===== src/rtl/narnet_rom_arbiter.sv =====
// Round-robin arbiter that lets NREQ requesters share one synchronous weights ROM.
// Define NARNET_ARB_BURST_EN to let a locked requester hold the ROM for up to BURST_MAX grants.
module narnet_rom_arbiter #(
    parameter int NREQ      = 4,
    parameter int AW        = 8,
    parameter int DW        = 8,
    parameter int BURST_MAX = 8
) (
    input  logic                 clk_i,
    input  logic                 rst_ni,
    input  logic                 enable_i,
    input  logic [NREQ-1:0]      req_i,
    input  logic [NREQ*AW-1:0]   addr_i,
    input  logic [NREQ-1:0]      lock_i,
    output logic [NREQ-1:0]      gnt_o,
    output logic [AW-1:0]        rom_addr_o,
    input  logic [DW-1:0]        rom_data_i,
    output logic [NREQ-1:0]      rd_valid_o,
    output logic [DW-1:0]        rd_data_o
);
    localparam int PW = (NREQ > 1) ? $clog2(NREQ) : 1;

    logic [PW-1:0]   ptr_q, ptr_d;
    logic [PW-1:0]   win_idx;
    logic            win_found;
    logic            grant_any;
    logic [PW-1:0]   cand_idx;
    int              cand;

    logic            s1_vld_q;
    logic [NREQ-1:0] s1_own_q;
    logic [NREQ-1:0] rd_valid_q;
    logic [DW-1:0]   rd_data_q;

    logic [AW-1:0]   addr_sel [NREQ];

    function automatic logic [PW-1:0] next_idx(input logic [PW-1:0] i);
        return (int'(i) == NREQ - 1) ? '0 : PW'(int'(i) + 1);
    endfunction

    // First requesting index at or above ptr, wrapping to 0.
    always_comb begin
        win_found = 1'b0;
        win_idx   = '0;
        cand      = 0;
        cand_idx  = '0;
        for (int k = 0; k < NREQ; k++) begin
            cand     = (int'(ptr_q) + k) % NREQ;
            cand_idx = PW'(cand);
            if (!win_found && req_i[cand_idx]) begin
                win_found = 1'b1;
                win_idx   = cand_idx;
            end
        end
    end

    assign grant_any = rst_ni && enable_i && win_found;

    for (genvar gi = 0; gi < NREQ; gi++) begin : g_req
        assign gnt_o[gi]    = grant_any && (win_idx == PW'(gi));
        assign addr_sel[gi] = gnt_o[gi] ? addr_i[gi*AW +: AW] : '0;
    end

    always_comb begin
        rom_addr_o = '0;
        for (int k = 0; k < NREQ; k++) begin
            rom_addr_o = rom_addr_o | addr_sel[k];
        end
    end

`ifdef NARNET_ARB_BURST_EN
    localparam int CW = $clog2(BURST_MAX + 1);

    logic [CW-1:0] bcnt_q, bcnt_d, bcnt_inc;
    logic [PW-1:0] bown_q, bown_d;
    logic          bown_vld_q, bown_vld_d;

    // Keeping ptr on the owner is enough to make it win again; the counter bounds the hold.
    always_comb begin
        ptr_d      = ptr_q;
        bcnt_d     = bcnt_q;
        bown_d     = bown_q;
        bown_vld_d = bown_vld_q;
        bcnt_inc   = (bown_vld_q && (bown_q == win_idx)) ? bcnt_q + 1'b1 : CW'(1);
        if (grant_any) begin
            if (lock_i[win_idx] && (int'(bcnt_inc) < BURST_MAX)) begin
                ptr_d      = win_idx;
                bcnt_d     = bcnt_inc;
                bown_d     = win_idx;
                bown_vld_d = 1'b1;
            end else begin
                ptr_d      = next_idx(win_idx);
                bcnt_d     = '0;
                bown_d     = '0;
                bown_vld_d = 1'b0;
            end
        end else if (bown_vld_q && !req_i[bown_q]) begin
            ptr_d      = next_idx(bown_q);
            bcnt_d     = '0;
            bown_d     = '0;
            bown_vld_d = 1'b0;
        end
    end

    always_ff @(posedge clk_i) begin
        if (!rst_ni) begin
            bcnt_q     <= '0;
            bown_q     <= '0;
            bown_vld_q <= 1'b0;
        end else begin
            bcnt_q     <= bcnt_d;
            bown_q     <= bown_d;
            bown_vld_q <= bown_vld_d;
        end
    end
`else
    logic unused_lock;
    assign unused_lock = ^lock_i;

    always_comb begin
        ptr_d = ptr_q;
        if (grant_any) begin
            ptr_d = next_idx(win_idx);
        end
    end
`endif

    // Stage 1 tracks the address the ROM is reading; stage 2 captures its data.
    always_ff @(posedge clk_i) begin
        if (!rst_ni) begin
            ptr_q      <= '0;
            s1_vld_q   <= 1'b0;
            s1_own_q   <= '0;
            rd_valid_q <= '0;
            rd_data_q  <= '0;
        end else begin
            ptr_q      <= ptr_d;
            s1_vld_q   <= grant_any;
            s1_own_q   <= gnt_o;
            rd_valid_q <= s1_vld_q ? s1_own_q : '0;
            if (s1_vld_q) begin
                rd_data_q <= rom_data_i;
            end
        end
    end

    assign rd_valid_o = rd_valid_q;
    assign rd_data_o  = rd_data_q;

endmodule

===== config.mk =====
export PLATFORM = sky130hd
export DESIGN_NAME = narnet_rom_arbiter
export DESIGN_NICKNAME = d
export VERILOG_FILES = /design/src/rtl/narnet_rom_arbiter.sv
export SDC_FILE = /design/constraint.sdc
export NUM_CORES = 1
export LEC_CHECK = 0
export ABC_AREA = 1
export BUFFER_PORTS_ARGS = -buffer_cell sky130_fd_sc_hd__buf_2
export CORE_ASPECT_RATIO = 0.5
export CORE_MARGIN = 1.5
export CORE_UTILIZATION = 40
export CTS_CLUSTER_SIZE = 10
export DETAILED_ROUTE_END_ITERATION = 10
export GPL_ROUTABILITY_DRIVEN = 1
export PLACE_DENSITY = 0.72
export SYNTH_ARGS = -nofsm -noshare
export SYNTH_HDL_FRONTEND = slang
export SYNTH_SLANG_ARGS = --single-unit

===== constraint.sdc =====
create_clock -name clk_i -period 2.8 [get_ports clk_i]
set_clock_uncertainty 0.1 [all_clocks]
set_input_delay 0.42 -clock clk_i [delete_from_list [all_inputs] [get_ports clk_i]]
set_output_delay 0.42 -clock clk_i [all_outputs]
set_load 0.05 [all_outputs]

==> impl_metrics.ini <==
[timing]
whs_ns = 0.295
rsz0062_at_grt = true
period_minus_slack_ns = 2.98
timing.final.ws_setup_ns = -0.179
timing.final.crit_share_pct = 106
final_hold_viol_count = 0
fmax_ghz = 0.336
slew_viol_final = 0
finalSetupViolations = 12
worst_pin_slew_ns = 0.794
max_slew_margin_pct = 46.7

[die]
start_util_pct = 43.8
rows = 14
die_area_sq_mm = 0.00381
coreArea_sq_mm = 0.00314
die_width_um = 85.8
die_h_um = 44.4
io_pins = 75

[worst_hold_path]
hp-class = primary input to flip-flop

[worst_setup_path]
critPathCaptureType = output port
crit_required_ns = 2.28
crit_fanout = 8
path_class = flip-flop to output port
start_kind = flip-flop
arrival_ns = 2.46

[power]
power_density_mw_per_mm2 = 1110
p_total_mw = 2.43
p_leak_nw = 1.18
vdd_drop_max_mv = 0.593

[status]
status = finished, violations left
violations = negative setup slack

[cts]
numCtsBuffers = 3
max-clock-path-buffers = 2
path_clk_slew_ns = 0.06
clk_latency_ns = 0.25
root_buffer = clkbuf_8
cts_tree = yes
htreeDepth = 1
clock_sinks = 19

[global_routing]
gr-usage-all-layers_pct = 17.7
grt_max_degree = 35
grt_pass1_wl_um = 5550
grt_pass1_vias = 1360
antenna_found_initial = 0
grt_overflow = 0

[yosys]
yosys_warnings = 0
syn_inst = 218
ys_seq_area_share_pct = 27.7
ys_types = 21
syn_nets = 273
syn_avg_cell_area_sq_um = 6.30
ys_ff_latch = 19
syn_area_sq_mm = 0.00137

[routing]
vias_per_cell = 4.90
drtIter0Drc = 70
drcViolationCount = 0
wl_per_cell_um = 11.2
antenna_left = 0
vias = 1679
wirelength_um = 3830
dr.pass1.iters = 4

[layout]
fill_cells = 245
post_layout_nonfiller_instances = 343
layout_commonest_cell = buf_2
mostFrequentLayoutCells = buf_2, nand2_1, nand4_1
diodes = 0
utilization_pct = 70.1
fin_nets = 359
syn_to_final_growth_pct = 60.1
drive_gt1_share_pct = 45.5

[placed_design]
hpwl_um = 2550
port_buffers = 70
gp_congestion = 0.838
numPlacedInstances = 333

[job]
cap_violations = 0
Yosys cell counts, drive strengths merged:
cell / instances / area, sq um
and2: 1 / 8.76
buf: 4 / 45.0
clkbuf: 9 / 33.8
clkinv: 1 / 3.75
dfxtp: 19 / 380
ha: 4 / 50.1
inv: 34 / 130
nand2: 62 / 255
nand3: 7 / 57.6
nand4: 34 / 213
nor2: 33 / 140
o211ai: 1 / 7.51
o21a: 1 / 7.51
o21ai: 8 / 40.0
metrics by stage:
stage / setup WS, ns / instance area, sq um / TNS (ns)
6_report: -0.179 / 2200 / -1.57
3_5_place_dp: -0.0266 / 1850 / -0.0889
3_3_place_gp: -0.000205 / 1850 / -0.000205
2_1_floorplan: 0.0648 / 1380 / 0
5_1_grt: -0.315 / 2200 / -3.13
4_1_cts: -0.127 / 2050 / -0.920
critical path, cell delays in order, from the launching register on:
cell and delay, ns:
dfxtp_2 0.34, buf_12 0.13, clkinv_8 0.08, nand2_2 0.08
nand2_2 0.06, nand2_2 0.07, nand2_4 0.07, nor2_8 0.11
nand2_2 0.09, o211ai_1 0.22, nand2_2 0.11, inv_2 0.11
ha_4 0.15, buf_4 0.13, nand4_1 0.09, nand2_1 0.10
inv_1 0.04, nand2_1 0.07, buf_6 0.15
layer usage:
| layer | routed length, um | GRT usage, % | share of wire, % | up-vias |
|---|---|---|---|---|
| met5 | 0 | 0 | 0 | - |
| met4 | 65 | 3.87 | 1.7 | 0 |
| met3 | 232 | 1.68 | 6.1 | 10 |
| met2 | 1820 | 31.5 | 48 | 63 |
| met1 | 1710 | 23.8 | 45 | 742 |
| li1 | - | - | - | 864 |
cells by family after synthesis:
kind of cell	count (synthesis)	share of synthesized area [%]
AOI/OAI and AO/OA	10	4.01
and+or+nand+nor	137	49.1
adders and majority gates	4	3.65
DFF	19	27.7
buffers and inverters	48	15.5
layout make-up:
type / count / area [sq um] / area share, %
Multi-Input combinational cell: 151 / 922 / 42.0
Timing Repair Buffer: 94 / 644 / 29.3
Sequential cell: 19 / 385 / 17.5
Inverter: 35 / 149 / 6.78
Tap cell: 40 / 50.0 / 2.28
Clock buffer: 3 / 41.3 / 1.88
Clock inverter: 1 / 5.00 / 0.228
where the power goes:
part           switching, mW  leakage, nW  internal (mW)  total (mW)
sequential            0.0340        0.157          0.319       0.353
combinational           1.11        0.996          0.793        1.90
clock                 0.0805       0.0255         0.0985       0.179
total                   1.22         1.18           1.21        2.43
path summary, 6_finish.rpt:
kind / start / endpoint / slack [ns] / cells past startpoint
setup / recovery: ptr_q[0] / rom_addr_o[7] / -0.18 / 18
hold / removal: rom_data_i[0] / rd_data_o[0] / 0.30 / 3
setup reg to reg: ptr_q[0] / s1_own_q[1] / 0.57 / 15
hold reg to reg: s1_own_q[2] / rd_valid_o[2] / 0.32 / 2
what timing repair did:
item | CTS | global route
endpoints found under the setup margin | 12 | 12
resized for setup | 39 | 34
cloned | 0 | 1
hold buffers | 0 | 0
setup buffers | 3 | 2
pin swaps | 13 | 16
state kept, by name, summed over array words and instances, names as in the netlist:
signal,flops
ptr_q,2
s1_own_q,4
rd_data_o,8
s1_vld_q,1
rd_valid_o,4
Power figures use the tool's default switching activity.
